==> config.mk <==
export PLATFORM = sky130hd
export DESIGN_NAME = mem_arbiter_flat
export DESIGN_NICKNAME = d
export VERILOG_FILES = /design/src/rtl/riscv_mem_pkg.sv /design/src/rtl/mem_arbiter_if.sv /design/src/rtl/starve_counter.sv /design/src/rtl/mem_arbiter.sv /design/src/flat_wrapper.sv
export SDC_FILE = /design/constraint.sdc
export NUM_CORES = 1
export LEC_CHECK = 0
export CAP_MARGIN = 20
export CORE_MARGIN = 2
export CORE_UTILIZATION = 43
export DETAILED_ROUTE_END_ITERATION = 8
export GPL_TIMING_DRIVEN = 0
export PLACE_DENSITY_LB_ADDON = 0.2
export SLEW_MARGIN = 20
export SYNTH_ARGS = -nofsm -noshare
export SYNTH_HDL_FRONTEND = slang
export SYNTH_SLANG_ARGS = --single-unit
==> constraint.sdc <==
create_clock -name i_clk -period 4.1 [get_ports i_clk]
set_input_delay 0.615 -clock i_clk [delete_from_list [all_inputs] [get_ports i_clk]]
set_output_delay 0.615 -clock i_clk [all_outputs]
set_load 0.02 [all_outputs]
==> src/rtl/riscv_mem_pkg.sv <==
// Shared definitions for the unified-memory arbiter.
// Contents: arbiter state encoding, access owner encoding, default latency and
// starvation limits, the latched command record and a helper that builds a fetch command.
package riscv_mem_pkg;

  localparam int unsigned DEF_MEM_LAT    = 2;
  localparam int unsigned DEF_STARVE_MAX = 4;

  // Width of the latency and starvation counters; both parameters top out at 15.
  localparam int unsigned CNT_W = 4;

  typedef enum logic [1:0] {
    ARB_IDLE  = 2'd0,
    ARB_ISSUE = 2'd1,
    ARB_WAIT  = 2'd2,
    ARB_RESP  = 2'd3
  } arb_state_e;

  typedef enum logic {
    OWN_D = 1'b0,
    OWN_F = 1'b1
  } owner_e;

  typedef struct packed {
    owner_e      owner;
    logic        we;
    logic [31:0] addr;
    logic [31:0] wdata;
    logic [3:0]  be;
  } mem_cmd_t;

  // Fetches are always full-word reads.
  function automatic mem_cmd_t fetch_cmd(input logic [31:0] addr);
    mem_cmd_t c;
    c.owner = OWN_F;
    c.we    = 1'b0;
    c.addr  = addr;
    c.wdata = '0;
    c.be    = 4'hF;
    return c;
  endfunction

endpackage

==> src/rtl/mem_arbiter_if.sv <==
// Bundle of the data-requester, fetch-requester and memory-command signals.
// slave  : arbiter side (takes requests and read data, drives grants, responses and commands).
// master : environment side (requesters plus memory model).
// d_* : data port  (req/we/addr/wdata/be in, gnt/rvalid/rdata out)
// f_* : fetch port (req/addr in, gnt/rvalid/rdata out)
// m_* : memory port (en/we/addr/wdata/be out, rdata in)
interface mem_arbiter_if;
  logic        d_req;
  logic        d_we;
  logic [31:0] d_addr;
  logic [31:0] d_wdata;
  logic [3:0]  d_be;
  logic        d_gnt;
  logic        d_rvalid;
  logic [31:0] d_rdata;

  logic        f_req;
  logic [31:0] f_addr;
  logic        f_gnt;
  logic        f_rvalid;
  logic [31:0] f_rdata;

  logic        m_en;
  logic        m_we;
  logic [31:0] m_addr;
  logic [31:0] m_wdata;
  logic [3:0]  m_be;
  logic [31:0] m_rdata;

  modport slave (
    input  d_req, d_we, d_addr, d_wdata, d_be,
    output d_gnt, d_rvalid, d_rdata,
    input  f_req, f_addr,
    output f_gnt, f_rvalid, f_rdata,
    output m_en, m_we, m_addr, m_wdata, m_be,
    input  m_rdata
  );

  modport master (
    output d_req, d_we, d_addr, d_wdata, d_be,
    input  d_gnt, d_rvalid, d_rdata,
    output f_req, f_addr,
    input  f_gnt, f_rvalid, f_rdata,
    input  m_en, m_we, m_addr, m_wdata, m_be,
    output m_rdata
  );
endinterface

==> src/rtl/starve_counter.sv <==
// Saturating count of consecutive arbitrations the fetch requester has lost.
// i_clk    : clock
// i_rst    : synchronous active-low reset
// i_inc    : fetch lost an arbitration (saturates at MAX)
// i_clr    : fetch granted, or fetch not requesting in an arbitration cycle (wins over i_inc)
// o_at_max : count has reached MAX; fetch must win the next contested arbitration
module starve_counter
  import riscv_mem_pkg::*;
#(
  parameter int unsigned MAX = DEF_STARVE_MAX
) (
  input  logic i_clk,
  input  logic i_rst,
  input  logic i_inc,
  input  logic i_clr,
  output logic o_at_max
);

  localparam logic [CNT_W-1:0] MaxVal = CNT_W'(MAX);

  logic [CNT_W-1:0] cnt_q, cnt_d;

  always_comb begin
    cnt_d = cnt_q;
    if (i_clr) begin
      cnt_d = '0;
    end else if (i_inc && (cnt_q != MaxVal)) begin
      cnt_d = cnt_q + 1'b1;
    end
  end

  always_ff @(posedge i_clk) begin
    if (!i_rst) begin
      cnt_q <= '0;
    end else begin
      cnt_q <= cnt_d;
    end
  end

  assign o_at_max = (cnt_q == MaxVal);

endmodule

==> src/rtl/mem_arbiter.sv <==
// Arbiter sharing one single-port fixed-latency memory between instruction fetch and
// data load/store. One access in flight at a time: grant, issue, wait MEM_LAT, respond.
// Data has priority; fetch wins a contested slot after STARVE_MAX consecutive losses.
// i_clk  : clock
// i_rst  : synchronous active-low reset; abandons any in-flight access
// bus    : requester / memory signals (slave modport)
// o_busy : an access is in flight
module mem_arbiter
  import riscv_mem_pkg::*;
#(
  parameter int unsigned MEM_LAT    = DEF_MEM_LAT,
  parameter int unsigned STARVE_MAX = DEF_STARVE_MAX
) (
  input  logic        i_clk,
  input  logic        i_rst,
  mem_arbiter_if.slave bus,
  output logic        o_busy
);

  localparam logic [CNT_W-1:0] LatLast = CNT_W'(MEM_LAT);

  arb_state_e       state_q, state_d;
  mem_cmd_t         cmd_q, cmd_d;
  logic [CNT_W-1:0] lat_q, lat_d;
  logic [31:0]      rdata_q, rdata_d;

  logic arb_cycle;
  logic f_wins;
  logic d_wins;
  logic grant;
  logic starve_at_max;
  logic lat_done;

  // Arbitration only when no access occupies the memory; never during reset.
  assign arb_cycle = i_rst && ((state_q == ARB_IDLE) || (state_q == ARB_RESP));
  assign f_wins    = bus.f_req && (!bus.d_req || starve_at_max);
  assign d_wins    = bus.d_req && !f_wins;
  assign grant     = arb_cycle && (bus.d_req || bus.f_req);
  assign lat_done  = (state_q == ARB_WAIT) && (lat_q == LatLast);

  starve_counter #(
    .MAX (STARVE_MAX)
  ) u_starve (
    .i_clk    (i_clk),
    .i_rst    (i_rst),
    .i_inc    (arb_cycle && bus.f_req && d_wins),
    .i_clr    (arb_cycle && (!bus.f_req || f_wins)),
    .o_at_max (starve_at_max)
  );

  // State register.
  always_ff @(posedge i_clk) begin
    if (!i_rst) begin
      state_q <= ARB_IDLE;
    end else begin
      state_q <= state_d;
    end
  end

  // Next-state logic.
  always_comb begin
    state_d = state_q;
    unique case (state_q)
      ARB_IDLE:  if (grant) state_d = ARB_ISSUE;
      ARB_ISSUE: state_d = ARB_WAIT;
      ARB_WAIT:  if (lat_done) state_d = ARB_RESP;
      ARB_RESP:  state_d = grant ? ARB_ISSUE : ARB_IDLE;
    endcase
  end

  // Outputs.
  always_comb begin
    bus.d_gnt    = 1'b0;
    bus.f_gnt    = 1'b0;
    bus.m_en     = 1'b0;
    bus.d_rvalid = 1'b0;
    bus.f_rvalid = 1'b0;
    o_busy       = 1'b1;
    unique case (state_q)
      ARB_IDLE: begin
        bus.d_gnt = arb_cycle && d_wins;
        bus.f_gnt = arb_cycle && f_wins;
        o_busy    = 1'b0;
      end
      ARB_ISSUE: bus.m_en = 1'b1;
      ARB_WAIT:  ;
      ARB_RESP: begin
        bus.d_gnt    = arb_cycle && d_wins;
        bus.f_gnt    = arb_cycle && f_wins;
        bus.d_rvalid = (cmd_q.owner == OWN_D);
        bus.f_rvalid = (cmd_q.owner == OWN_F);
      end
    endcase
  end

  // Command latch, latency counter and read-data capture.
  always_comb begin
    cmd_d   = cmd_q;
    lat_d   = lat_q;
    rdata_d = rdata_q;
    if (grant) begin
      if (f_wins) begin
        cmd_d = fetch_cmd(bus.f_addr);
      end else begin
        cmd_d = '{owner: OWN_D, we: bus.d_we, addr: bus.d_addr, wdata: bus.d_wdata,
                  be: bus.d_be};
      end
    end
    if (state_q == ARB_ISSUE) begin
      lat_d = {{(CNT_W-1){1'b0}}, 1'b1};
    end else if (state_q == ARB_WAIT) begin
      lat_d = lat_q + 1'b1;
    end
    if (lat_done) begin
      rdata_d = cmd_q.we ? 32'h0 : bus.m_rdata;
    end
  end

  always_ff @(posedge i_clk) begin
    if (!i_rst) begin
      cmd_q   <= '0;
      lat_q   <= '0;
      rdata_q <= '0;
    end else begin
      cmd_q   <= cmd_d;
      lat_q   <= lat_d;
      rdata_q <= rdata_d;
    end
  end

  // Command fields only change when a new access is latched, so they hold while m_en is low.
  assign bus.m_we    = cmd_q.we;
  assign bus.m_addr  = cmd_q.addr;
  assign bus.m_wdata = cmd_q.wdata;
  assign bus.m_be    = cmd_q.be;
  assign bus.d_rdata = rdata_q;
  assign bus.f_rdata = rdata_q;

endmodule
==> src/flat_wrapper.sv <==
// flat-port wrapper written by rule: the top's interface ports become plain ports
module mem_arbiter_flat import riscv_mem_pkg::*;
#(
  parameter int unsigned MEM_LAT    = DEF_MEM_LAT,
  parameter int unsigned STARVE_MAX = DEF_STARVE_MAX
)
  (i_clk, i_rst, o_busy, bus_d_req, bus_d_we, bus_d_addr, bus_d_wdata, bus_d_be, bus_d_gnt, bus_d_rvalid, bus_d_rdata, bus_f_req, bus_f_addr, bus_f_gnt, bus_f_rvalid, bus_f_rdata, bus_m_en, bus_m_we, bus_m_addr, bus_m_wdata, bus_m_be, bus_m_rdata);
  mem_arbiter_if bus_i ();
  input  logic i_clk;
  input  logic i_rst;
  output logic o_busy;
  input wire logic [$bits(bus_i.d_req)-1:0] bus_d_req;
  input wire logic [$bits(bus_i.d_we)-1:0] bus_d_we;
  input wire logic [$bits(bus_i.d_addr)-1:0] bus_d_addr;
  input wire logic [$bits(bus_i.d_wdata)-1:0] bus_d_wdata;
  input wire logic [$bits(bus_i.d_be)-1:0] bus_d_be;
  output wire logic [$bits(bus_i.d_gnt)-1:0] bus_d_gnt;
  output wire logic [$bits(bus_i.d_rvalid)-1:0] bus_d_rvalid;
  output wire logic [$bits(bus_i.d_rdata)-1:0] bus_d_rdata;
  input wire logic [$bits(bus_i.f_req)-1:0] bus_f_req;
  input wire logic [$bits(bus_i.f_addr)-1:0] bus_f_addr;
  output wire logic [$bits(bus_i.f_gnt)-1:0] bus_f_gnt;
  output wire logic [$bits(bus_i.f_rvalid)-1:0] bus_f_rvalid;
  output wire logic [$bits(bus_i.f_rdata)-1:0] bus_f_rdata;
  output wire logic [$bits(bus_i.m_en)-1:0] bus_m_en;
  output wire logic [$bits(bus_i.m_we)-1:0] bus_m_we;
  output wire logic [$bits(bus_i.m_addr)-1:0] bus_m_addr;
  output wire logic [$bits(bus_i.m_wdata)-1:0] bus_m_wdata;
  output wire logic [$bits(bus_i.m_be)-1:0] bus_m_be;
  input wire logic [$bits(bus_i.m_rdata)-1:0] bus_m_rdata;
  assign bus_i.d_req = bus_d_req;
  assign bus_i.d_we = bus_d_we;
  assign bus_i.d_addr = bus_d_addr;
  assign bus_i.d_wdata = bus_d_wdata;
  assign bus_i.d_be = bus_d_be;
  assign bus_d_gnt = bus_i.d_gnt;
  assign bus_d_rvalid = bus_i.d_rvalid;
  assign bus_d_rdata = bus_i.d_rdata;
  assign bus_i.f_req = bus_f_req;
  assign bus_i.f_addr = bus_f_addr;
  assign bus_f_gnt = bus_i.f_gnt;
  assign bus_f_rvalid = bus_i.f_rvalid;
  assign bus_f_rdata = bus_i.f_rdata;
  assign bus_m_en = bus_i.m_en;
  assign bus_m_we = bus_i.m_we;
  assign bus_m_addr = bus_i.m_addr;
  assign bus_m_wdata = bus_i.m_wdata;
  assign bus_m_be = bus_i.m_be;
  assign bus_i.m_rdata = bus_m_rdata;
  mem_arbiter #(.MEM_LAT(MEM_LAT), .STARVE_MAX(STARVE_MAX)) u_core (.i_clk(i_clk), .i_rst(i_rst), .bus(bus_i), .o_busy(o_busy));
endmodule
Word level (Yosys, flattened, before mapping). Index checks and enable logic that the tools add are counted. Widths: inputs -> output; s select.

Bits in registers: 112. Bits in latches: 0. Memory bits (writable): 0. ROM bits: 0. Logic and storage cells: 60. Memories: 0.

$add $sub $neg: 2. Multipliers: 0. Div/mod/pow operators: 0. Order comparisons: 0. Eq/ne operators: 8. Shift operators: 0. Muxes and demuxes: 14. Bitwise operators: 2. Reduce and logical (&&, ||, !) cells: 24.

Operator list (number): $mux 70 (1); $mux 32 (1); $logic_and 1x1->1 (11); $mux 1 (9); $add 4x1->4 const B (2); $pmux 2 s4 (1); $reduce_or 2->1 (3); $eq 2x2->1 const B (2); $eq 4x2->1 const B (1); $eq 4x3->1 const B (1); $logic_or 1x1->1 (4); $mux 2 (2); $ne 2x1->1 const B (2); $ne 4x3->1 const B (1); $logic_not 1->1 (3); $eq 2x1->1 const B (1); $logic_not 2->1 (1); $not 1->1 (2); $reduce_and 2->1 (1); $reduce_bool 2->1 (1).

Longest topological paths before layout. Gate-level depths: netlist of the first run.

Depth after elaboration: 7. Gate-level depth with buffers: 8. Depth with buffers taken out: 6.

Modules after synthesis. A second synthesis of the first run with hierarchy kept.

Cells, all modules: 599. Area total of the unflattened synthesis: 5475.3 um2.

By module, submodules not included: mem_arbiter (instances 1, cells an instance 573, area each 5271.3 um2); starve_counter (instances 1, cells an instance 26, area each 203.9 um2).

Worst setup path before layout of the first run. OpenSTA, ideal clock, no wires.

Path kind: flip-flop to output port. Start point: register u_core.u_starve.cnt_q[0]. End point: output port bus_f_gnt. Data arrival time: 1.384 ns. Required time: 3.485 ns. Setup slack: 2.101 ns. Cell stages (with the launch flop): 7. Cells stage by stage: dfxtp_1 inv_1 ha_1 and3b_1 o21ai_1 buf_2 nor2_1.

Cells in the longest elaborated chain, start to end: 5.

RTL lines: start: declaration (RTL line starve_counter.sv:21) `logic [CNT_W-1:0] cnt_q, cnt_d;`; start signal: assignment (RTL line starve_counter.sv:36) `cnt_q <= cnt_d;`; $eq 4x3->1 (RTL line starve_counter.sv:40) `assign o_at_max = (cnt_q == MaxVal);`; $logic_or 1x1->1 (RTL line mem_arbiter.sv:36) `assign f_wins = bus.f_req && (!bus.d_req || starve_at_max);`; $logic_and 1x1->1 (RTL line mem_arbiter.sv:36); $logic_and 1x1->1 (RTL line mem_arbiter.sv:82, mem_arbiter.sv:89); $mux 1; end: declaration (RTL line flat_wrapper.sv:22) `output wire logic [$bits(bus_i.f_gnt)-1:0] bus_f_gnt;`.

No other way between the ends.

Worst setup path after layout of the first run.
Start point: input port bus_d_req. End point: output port bus_f_gnt.

Cells in the longest elaborated chain, start to end: 5.

RTL lines: start: declaration (RTL line flat_wrapper.sv:12) `input wire logic [$bits(bus_i.d_req)-1:0] bus_d_req;`; $logic_not 1->1 (RTL line mem_arbiter.sv:36); $logic_or 1x1->1 (RTL line mem_arbiter.sv:36); $logic_and 1x1->1 (RTL line mem_arbiter.sv:36); $logic_and 1x1->1 (RTL line mem_arbiter.sv:82, mem_arbiter.sv:89); $mux 1.

No other way between the ends.

==> impl_metrics.json, run 1 <==
{
  "outcome": "finished, final reports clean",
  "synth_top_cell_area_share_pct": 42.2,
  "vdd.ir_drop.worst_v": 0.000277,
  "crit_fanout": 10,
  "final-seq-area_um2": 2240,
  "cts.hold.buffers_added": 0,
  "place_inst": 1104,
  "clock_skew_ps": 7.04,
  "dp.final_hpwl_um": 12100,
  "proportion_of_layout_cells_with_a_drive_suffix_above_1_pct": 14.8,
  "drt-wirelength-per-cell_um": 14.1,
  "cts_bufs_inserted": 9,
  "syn_area_um2": 5310,
  "coreArea_um2": 12100,
  "placedInstanceArea_um2": 8270,
  "floorplan.die_area_um2": 13300,
  "multi_input_logic_area_um2": 2080,
  "htreeDepth": 3,
  "synth.largest_area_cell": "sky130_fd_sc_hd__dfxtp_1",
  "report.final.setup_viol": 0,
  "initial_utilization_pct": 44.1,
  "synth.lib_cells_used.distinct": 38,
  "timing.setup.critical_path_class": "in2out",
  "io_pins": 276,
  "grt_max_degree": 19,
  "p_leak_nw": 3.45,
  "first_pass_grt_wire_length_um": 24800,
  "async_flop_share_pct": 0,
  "layout.cell_area.non_filler_um2": 8550,
  "remaining_design_rule_violation_count": 0,
  "drt-initial-drc-count": 235,
  "final-hold-violation-count": 0,
  "clk_transition_reported_paths_ps": 70,
  "die_width_um": 115,
  "seq_area_frac_synth_pct": 42.2,
  "grt_pass1_vias": 5063,
  "fin_tns_setup_ps": 0,
  "required_time_at_the_endpoint_of_the_critical_path_ps": 3480,
  "cts_tree": "built",
  "worst_slew_margin_relative_to_its_limit_pct": 65.0,
  "fill_cells": 1046,
  "design.final.nets": 1093,
  "die_h_um": 115,
  "antenna_found_initial": 0,
  "worst_setup_path_start_kind": "input port",
  "synth.net_count": 808,
  "cap_violations": 0,
  "min-delay-path-class": "reg2reg",
  "synth_edf_count": 0,
  "synth.most_common_cell": "sky130_fd_sc_hd__dfxtp_1",
  "final-max-slew-violation-count": 0,
  "clock_insertion_delay_worst_skew_ps": 350,
  "final_antenna_net_count": 0,
  "place.gp.congestion": 0.799,
  "rows": 40,
  "route.vias.total": 5437,
  "fin_crit_sh_pct": 78.6,
  "drt-total-wl_um": 15800,
  "ys.flop_type": "sky130_fd_sc_hd__dfxtp_1",
  "cts.root.buffer_cell": "sky130_fd_sc_hd__clkbuf_16",
  "cell_pwr_density_nw_per_um2": 454,
  "area_growth_syn_to_layout_pct": 60.9,
  "syn_area_per_cell_um2": 8.03,
  "worst_ep_arrival_time_ps": 2610,
  "fmax_mhz": 310,
  "tightest_slew_ps": 526,
  "groute.usage.overall_pct": 23.4,
  "n_antenna_cell": 0,
  "numClockSinks": 112,
  "setup_ws_ps": 876,
  "clk_path_buf_depth": 2,
  "netlist_instances": 662,
  "drt-vias-per-instance": 4.85,
  "grt_remaining_overflow": 0,
  "drt_pre_antenna_iters": 4,
  "post_cts_resize_count": 0,
  "count_of_input_and_output_buffers": 274,
  "critical_path.endpoint_type": "output pin",
  "placement.setup.worst_slack_ps": 870,
  "post_cts_buffers": 0,
  "ys_seq_elements": 112,
  "synth_top_cells_by_area": "sky130_fd_sc_hd__dfxtp_1 42%, sky130_fd_sc_hd__buf_4 14%, sky130_fd_sc_hd__a21oi_1 9.3%",
  "final_cells": 1120,
  "grt_setup_unrepaired": "no",
  "timing.final.crit_period_ps": 3220,
  "synth_commonest_cells": "112 x sky130_fd_sc_hd__dfxtp_1, 109 x sky130_fd_sc_hd__nand2_1, 100 x sky130_fd_sc_hd__buf_4, 99 x sky130_fd_sc_hd__a21oi_1, 56 x sky130_fd_sc_hd__o21ai_0",
  "yosysWarningCount": 0
}
==> per-stage QoR <==
| stage | util, % | power (mW) | hold slack [ps] |
|---|---|---|---|
| global route | 70.9 | 4.10 | 489 |
| CTS | 70.9 | 3.91 | 470 |
| detailed placement | 68.5 | 3.06 | 460 |
| finish | 70.9 | 3.88 | 472 |
| floorplan | - | 2.36 | 445 |
| global placement | 68.5 | 3.04 | 454 |
==> registers in the layout (all words and copies together), names as in the netlist <==
register,flops
u_core.state_q,2
u_core.lat_q,4
u_core.u_starve.cnt_q,4
u_core.bus.m_wdata,32
u_core.bus.m_we,1
u_core.bus.d_rdata,32
u_core.bus.m_addr,32
u_core.bus.m_be,4
u_core.cmd_q,1
==> logic make-up (layout without fill, tap and decap cells) <==
| group | Yosys count | after routing | synth area share (%) |
|---|---|---|---|
| DFF | 112 | 112 | 42.2 |
| xor gates and xnor gates | 2 | 2 | 0.330 |
| muxes | 2 | 2 | 0.377 |
| adders and majority gates | 9 | 9 | 2.12 |
| AOI/OAI and AO/OA | 180 | 180 | 17.9 |
| buffers and inverters | 157 | 447 | 18.6 |
| and+or+nand+nor | 200 | 200 | 18.4 |
==> where the power goes <==
part / switching (mW) / internal, mW
logic: 0.770 / 0.855
registers: 0.117 / 1.29
clock network: 0.410 / 0.432
total: 1.30 / 2.58
==> routing by layer <==
layer	vias up	GRT usage, %	share of wire [%]	wire length, um
li1	2705	-	-	-
met1	2498	27.0	40	6270
met2	205	41.1	49	7790
met3	29	6.59	8.4	1330
met4	0	8.59	2.5	389
met5	-	0	0	0
==> worst paths after layout <==
path / slack (ps) / depth (start not counted) / to / from
hold reg to reg: 470 / 2 / u_core.bus.m_wdata[10]$_SDFFE_PN0P_ / u_core.bus.m_wdata[10]$_SDFFE_PN0P_
setup / recovery: 880 / 6 / bus_f_gnt / bus_d_req
setup reg to reg: 2040 / 8 / u_core.bus.m_wdata[9]$_SDFFE_PN0P_ / u_core.state_q[0]$_SDFFE_PN0P_
hold / removal: 470 / 2 / u_core.bus.m_wdata[10]$_SDFFE_PN0P_ / u_core.bus.m_wdata[10]$_SDFFE_PN0P_
==> critical path, cell delays in order <==
cell and delay [ps]:
sky130_fd_sc_hd__clkdlybuf4s50_1 620, sky130_fd_sc_hd__inv_1 90, sky130_fd_sc_hd__o21ai_1 350, sky130_fd_sc_hd__buf_2 300, sky130_fd_sc_hd__nor2_1 70, sky130_fd_sc_hd__clkdlybuf4s50_1 550
==> cells in the final DEF (no fill, tap or decap), types with 9 or more instances in the layout <==
cell,instances
sky130_fd_sc_hd__ha_1,9
sky130_fd_sc_hd__clkbuf_1,23
sky130_fd_sc_hd__clkdlybuf4s50_1,274
sky130_fd_sc_hd__nand3b_1,33
sky130_fd_sc_hd__nand3_1,34
sky130_fd_sc_hd__buf_2,20
sky130_fd_sc_hd__clkbuf_16,9
sky130_fd_sc_hd__nand2_1,109
sky130_fd_sc_hd__o21ai_1,12
sky130_fd_sc_hd__o21ai_0,56
sky130_fd_sc_hd__buf_4,100
sky130_fd_sc_hd__a21oi_1,99
sky130_fd_sc_hd__dfxtp_1,112
==> layout make-up <==
type,count,area share [%]
Timing Repair Buffer,274,32.1
Sequential cell,112,26.2
Multi-Input combinational cell,393,24.3
Buffer,148,11.2
Clock buffer,10,2.79
Tap cell,168,2.46
Clock inverter,6,0.527
Inverter,9,0.395
Power figures use the tool's default switching activity.
==> inputs of run 2 (changes only) <==
--- a/config.mk
+++ b/config.mk
@@ -7,7 +7,7 @@
 export LEC_CHECK = 0
 export CAP_MARGIN = 20
 export CORE_MARGIN = 2
-export CORE_UTILIZATION = 43
+export CORE_UTILIZATION = 36
 export DETAILED_ROUTE_END_ITERATION = 8
 export GPL_TIMING_DRIVEN = 0
 export PLACE_DENSITY_LB_ADDON = 0.2
==> constraint.sdc (replaced) <==
create_clock -name i_clk -period 2.9 [get_ports i_clk]
set_input_delay 0.435 -clock i_clk [delete_from_list [all_inputs] [get_ports i_clk]]
set_output_delay 0.435 -clock i_clk [all_outputs]
set_load 0.02 [all_outputs]
==> impl_metrics.json, run 2 (synthesis results as in run 1) <==
{
  "crit_path_max_incr_delay_ps": 620,
  "tightest_slew_ps": 509,
  "power.share.combinational_pct": 41.1,
  "outcome": "finished, final reports clean",
  "placedInstanceArea_um2": 8290,
  "critical_path.slowest_cell": "sky130_fd_sc_hd__clkdlybuf4s50_1",
  "worst_setup_path_start_kind": "register",
  "remaining_design_rule_violation_count": 0,
  "clkPwrFrac_pct": 23.2,
  "route.vias.total": 5306,
  "worst_slew_margin_relative_to_its_limit_pct": 66.0,
  "timing.final.crit_period_ps": 2640,
  "p_leak_nw": 3.48,
  "antenna_found_initial": 0,
  "drt-vias-per-instance": 4.67,
  "fill_cells": 1362,
  "power.share.sequential_pct": 35.7,
  "grt_max_degree": 20,
  "clk_path_buf_depth": 2,
  "p_switching_mw": 1.87,
  "critical_path.endpoint_type": "output pin",
  "groute.usage.overall_pct": 19.8,
  "grt_remaining_overflow": 0,
  "grt_pass1_vias": 5095,
  "switching_part_of_the_total_power_pct": 33.4,
  "cell_pwr_density_nw_per_um2": 649,
  "grt_setup_unrepaired": "no",
  "min-delay-path-class": "reg2reg",
  "cap_violations": 0,
  "final_antenna_net_count": 0,
  "clk_transition_reported_paths_ps": 80,
  "placement.setup.worst_slack_ps": -2.33,
  "initial_utilization_pct": 36.7,
  "place.gp.congestion": 0.809,
  "cell_chain_critical_path": "inv_1 -> ha_1 -> nor2b_1 -> and3_1 -> clkdlybuf4s50_1",
  "cts.root.buffer_cell": "sky130_fd_sc_hd__clkbuf_16",
  "worst_path_dominant_cell_family": "buffers and inverters",
  "drt-total-wl_um": 15900,
  "count_of_input_and_output_buffers": 274,
  "mostFrequentLayoutCell": "sky130_fd_sc_hd__clkdlybuf4s50_1",
  "dp.final_hpwl_um": 12100,
  "numClockSinks": 112,
  "fin_crit_sh_pct": 91.2,
  "n_antenna_cell": 0,
  "design.final.nets": 1093,
  "final-hold-violation-count": 0,
  "utilization_pct": 59.5,
  "layout.cell_area.non_filler_um2": 8610,
  "htreeDepth": 3,
  "worst_ep_arrival_time_ps": 2210,
  "clock_skew_ps": 8.49,
  "die_h_um": 125,
  "cts_tree": "built",
  "mostFrequentLayoutCells": "272 x sky130_fd_sc_hd__clkdlybuf4s50_1, 112 x sky130_fd_sc_hd__dfxtp_1, 109 x sky130_fd_sc_hd__nand2_1, 100 x sky130_fd_sc_hd__buf_4, 99 x sky130_fd_sc_hd__a21oi_1",
  "clock_insertion_delay_worst_skew_ps": 360,
  "drt_pre_antenna_iters": 4,
  "area_growth_syn_to_layout_pct": 62.0,
  "drt-wirelength-per-cell_um": 14.0,
  "floorplan.die_area_um2": 15700,
  "ff_to_ff_start": "u_core.state_q[1]$_SDFFE_PN0P_",
  "required_time_at_the_endpoint_of_the_critical_path_ps": 2470,
  "place_inst": 1120,
  "setup_ws_ps": 256,
  "proportion_of_layout_cells_with_a_drive_suffix_above_1_pct": 14.8,
  "timing.setup.critical_path_class": "reg2out",
  "cts_bufs_inserted": 9,
  "final-max-slew-violation-count": 0,
  "fmax_mhz": 378,
  "crit_fanout": 6,
  "post-layout-total-power_mw": 5.59,
  "hold_path.startpoint": "u_core.bus.d_rdata[10]$_SDFFE_PN0P_",
  "vdd.ir_drop.worst_v": 0.000375,
  "coreArea_um2": 14500,
  "io_pins": 276,
  "first_pass_grt_wire_length_um": 25600,
  "cell_internal_pwr_mw": 3.72,
  "report.final.setup_viol": 0,
  "cts.hold.buffers_added": 0,
  "worstSetupStartpoint": "u_core.state_q[0]$_SDFFE_PN0P_",
  "final_cells": 1136,
  "post_cts_buffers": 0,
  "die_width_um": 125,
  "rows": 44,
  "drt-initial-drc-count": 272,
  "critical_path_buffer_and_inverter_count": 2
}
run 2: power by group through the flow:
stage | clock network [mW] | registers, mW | logic [mW]
3_3_place_gp | 0 | 2.02 | 2.30
4_1_cts | 1.33 | 1.99 | 2.32
5_1_grt | 1.38 | 2.03 | 2.49
3_5_place_dp | 0 | 2.03 | 2.31
6_report | 1.30 | 1.99 | 2.30
2_1_floorplan | 0 | 2.00 | 1.34
run 2: area by class of cell:
type | instances | area, um^2 | area share (%)
repair buffers | 274 | 2750 | 31.9
flip-flops and latches | 112 | 2240 | 26.0
multi-input cells | 393 | 2090 | 24.3
plain buffers | 148 | 958 | 11.1
well taps | 184 | 230 | 2.67
clock buffers | 10 | 229 | 2.66
clock inverters | 6 | 76.3 | 0.886
inverters | 9 | 33.8 | 0.392
run 2: what timing repair did:
| item | in CTS | in global routing |
|---|---|---|
| setup endpoints to repair | 1 | 1 |
| resized for setup | 1 | 4 |
| pin swaps | 0 | 0 |
run 2: per-stage QoR:
step / hold slack (ps) / setup TNS [ps]
2_1_floorplan: 445 / 0
6_report: 469 / 0
5_1_grt: 496 / 0
3_5_place_dp: 463 / -2.33
4_1_cts: 475 / 0
3_3_place_gp: 454 / 0
run 2: path summary, 6_finish.rpt:
path	depth (start not counted)	to	slack [ps]
setup / recovery	5	bus_d_gnt	260
hold / removal	2	u_core.bus.d_rdata[10]$_SDFFE_PN0P_	470
setup reg to reg	8	u_core.bus.m_wdata[8]$_SDFFE_PN0P_	740
hold reg to reg	2	u_core.bus.d_rdata[10]$_SDFFE_PN0P_	470
run 2: worst min-delay path, cell delays in order, from the launching register on:
cell                      delay, ps
sky130_fd_sc_hd__dfxtp_1        320
sky130_fd_sc_hd__nand2_1         50
sky130_fd_sc_hd__a21oi_1         50
run 2: metal layers:
metal	vias to the layer above	global-route usage, %	part of all wire [%]
li1	2704	-	-
met3	26	6.12	8.3
met2	194	32.4	46
met4	0	6.93	2.4
met5	-	0	0
met1	2382	24.7	43
==> inputs of run 3 (changes only) <==
--- a/config.mk
+++ b/config.mk
@@ -6,7 +6,7 @@
 export NUM_CORES = 1
 export LEC_CHECK = 0
 export CAP_MARGIN = 20
-export CORE_MARGIN = 2
+export CORE_MARGIN = 5
 export CORE_UTILIZATION = 36
 export DETAILED_ROUTE_END_ITERATION = 8
 export GPL_TIMING_DRIVEN = 0
==> impl_metrics.json, run 3 (synthesis results as in run 1) <==
{
  "final-max-slew-violation-count": 0,
  "cell_depth_of_the_worst_flop_to_flop_path": 8,
  "cap_violations": 0,
  "vdd.ir_drop.worst_v": 0.000322,
  "outcome": "finished, final reports clean",
  "clk_path_buf_depth": 2,
  "floorplan.die_area_um2": 17300,
  "cts_bufs_inserted": 9,
  "dp.final_hpwl_um": 13000,
  "clk_transition_reported_paths_ps": 80,
  "die_width_um": 131,
  "count_of_input_and_output_buffers": 274,
  "cell_chain_critical_path": "inv_1 -> ha_1 -> and3b_1 -> o21ai_4 -> clkbuf_4 -> nor2_1 -> clkdlybuf4s50_1",
  "coreArea_um2": 14500,
  "grt_setup_unrepaired": "no",
  "crit_fanout": 10,
  "cts.root.buffer_cell": "sky130_fd_sc_hd__clkbuf_16",
  "drt-vias-per-instance": 4.71,
  "final_antenna_net_count": 0,
  "ff_to_ff_start": "u_core.state_q[0]$_SDFFE_PN0P_",
  "fin_tns_setup_ps": 0,
  "tightest_slew_ps": 528,
  "antenna_found_initial": 0,
  "clock_insertion_delay_worst_skew_ps": 360,
  "layout.cell_area.non_filler_um2": 8610,
  "r2r_end": "u_core.bus.m_wdata[12]$_SDFFE_PN0P_",
  "crit_path_end": "bus_f_gnt",
  "clock_skew_ps": 8.47,
  "grt_max_degree": 20,
  "worst_path_dominant_cell_family": "buffers and inverters",
  "drt-total-wl_um": 16700,
  "timing.final.crit_period_ps": 2770,
  "drt_pre_antenna_iters": 4,
  "worstSetupStartpoint": "u_core.u_starve.cnt_q[0]$_SDFFE_PP0P_",
  "numClockSinks": 112,
  "min-delay-path-class": "reg2reg",
  "place_inst": 1120,
  "mostFrequentLayoutCells": "274 x sky130_fd_sc_hd__clkdlybuf4s50_1, 112 x sky130_fd_sc_hd__dfxtp_1, 109 x sky130_fd_sc_hd__nand2_1, 100 x sky130_fd_sc_hd__buf_4, 99 x sky130_fd_sc_hd__a21oi_1",
  "remaining_design_rule_violation_count": 0,
  "final-hold-violation-count": 0,
  "cts_tree": "built",
  "drt-initial-drc-count": 257,
  "grt_pass1_vias": 5154,
  "crit_path_max_incr_delay_ps": 550,
  "critical_path_cell_count": 7,
  "critical_path_buffer_and_inverter_count": 3,
  "rows": 44,
  "mostFrequentLayoutCell": "sky130_fd_sc_hd__clkdlybuf4s50_1",
  "grt_remaining_overflow": 0,
  "critical_path.slowest_cell": "sky130_fd_sc_hd__clkdlybuf4s50_1",
  "drt-wirelength-per-cell_um": 14.7,
  "cts.hold.buffers_added": 0,
  "area_growth_syn_to_layout_pct": 62.1,
  "critical_path.endpoint_type": "output pin",
  "initial_utilization_pct": 36.7,
  "place.gp.congestion": 0.833,
  "worst_slew_margin_relative_to_its_limit_pct": 64.8,
  "first_pass_grt_wire_length_um": 26600,
  "io_pins": 276,
  "timing.setup.critical_path_class": "reg2out",
  "n_antenna_cell": 0,
  "worst_setup_path_start_kind": "register",
  "setup.reg_to_reg.worst_slack_ps": 820,
  "htreeDepth": 3,
  "p_leak_nw": 3.46,
  "fin_crit_sh_pct": 95.7,
  "die_h_um": 131,
  "report.final.setup_viol": 0,
  "proportion_of_layout_cells_with_a_drive_suffix_above_1_pct": 14.9,
  "required_time_at_the_endpoint_of_the_critical_path_ps": 2470,
  "placedInstanceArea_um2": 8290,
  "fmax_mhz": 361,
  "final_cells": 1136,
  "groute.usage.overall_pct": 18.4,
  "fill_cells": 1357,
  "cell_pwr_density_nw_per_um2": 653,
  "post-layout-total-power_mw": 5.62,
  "worst_ep_arrival_time_ps": 2340,
  "design.final.nets": 1093,
  "route.vias.total": 5351
}
==> run 3: changes by cell type in the layout (fill, tap and decap cells not counted), sizes merged <==
cell | previous run | this run
clkdlybuf4s50 | 272 | 274
inv | 10 | 11
dlymetal6s2s | 2 | 0
clkinvlp | 2 | 1
==> run 3: how the worst min path moves through the flow <==
stage | startpoint | slack, ps | endpoint | depth (start not counted)
floorplan | u_core.bus.m_wdata[0]$_SDFFE_PN0P_ | 450 | u_core.bus.m_wdata[0]$_SDFFE_PN0P_ | 2
detailed placement | u_core.bus.d_rdata[27]$_SDFFE_PN0P_ | 460 | u_core.bus.d_rdata[27]$_SDFFE_PN0P_ | 2
global placement | u_core.bus.d_rdata[29]$_SDFFE_PN0P_ | 450 | u_core.bus.d_rdata[29]$_SDFFE_PN0P_ | 2
finish | u_core.bus.d_rdata[9]$_SDFFE_PN0P_ | 470 | u_core.bus.d_rdata[9]$_SDFFE_PN0P_ | 2
global route | u_core.bus.d_rdata[23]$_SDFFE_PN0P_ | 480 | u_core.bus.d_rdata[23]$_SDFFE_PN0P_ | 2
CTS | u_core.bus.d_rdata[9]$_SDFFE_PN0P_ | 470 | u_core.bus.d_rdata[9]$_SDFFE_PN0P_ | 2
==> run 3: power by group <==
part / internal, mW / switching, mW / leakage (nW)
clock: 0.709 / 0.615 / 0.152
combinational: 1.21 / 1.10 / 2.39
sequential: 1.83 / 0.164 / 0.916
total: 3.75 / 1.87 / 3.46
==> run 3: final cells by class <==
type / instances / area, um^2 / area share [%]
well taps: 184 / 230 / 2.67
inverters: 9 / 33.8 / 0.392
repair buffers: 274 / 2740 / 31.8
clock buffers: 10 / 239 / 2.77
plain buffers: 148 / 958 / 11.1
flip-flops and latches: 112 / 2240 / 26.0
clock inverters: 6 / 75.1 / 0.871
multi-input cells: 393 / 2090 / 24.3
==> run 3: timing repair <==
| action | in CTS | in global routing |
|---|---|---|
| cloned | 0 | 0 |
| pin swaps | 0 | 0 |
| resized for setup | 1 | 2 |
| buffers inserted | 0 | 0 |
| setup endpoints to repair | 1 | 1 |
==> run 3: metal layers <==
layer  global-route usage (%)  routed length [um]
met1                     21.1                6840
met2                     31.8                7940
met3                     6.88                1560
met4                     6.23                 315
met5                        0                   0
==> run 3: worst register-to-register path: cells and delay by family (launching register included) <==
| family | cells | cell delay, ps |
|---|---|---|
| AO/OA/AOI/OAI | 2 | 220 |
| adder cells (fa/ha/maj) | 1 | 390 |
| flip-flops | 1 | 410 |
| buffers and inverters | 3 | 770 |
| AND/OR/NAND/NOR | 2 | 200 |
==> run 3: through the flow <==
| step | hold slack, ps | util [%] | setup WS [ps] |
|---|---|---|---|
| 5_1_grt | 482 | 59.5 | 37.4 |
| 4_1_cts | 471 | 59.4 | 30.7 |
| 3_5_place_dp | 460 | 57.2 | -28.9 |
| 3_3_place_gp | 453 | 57.2 | -22.4 |
| 6_report | 466 | 59.5 | 126 |
| 2_1_floorplan | 445 | - | 1080 |
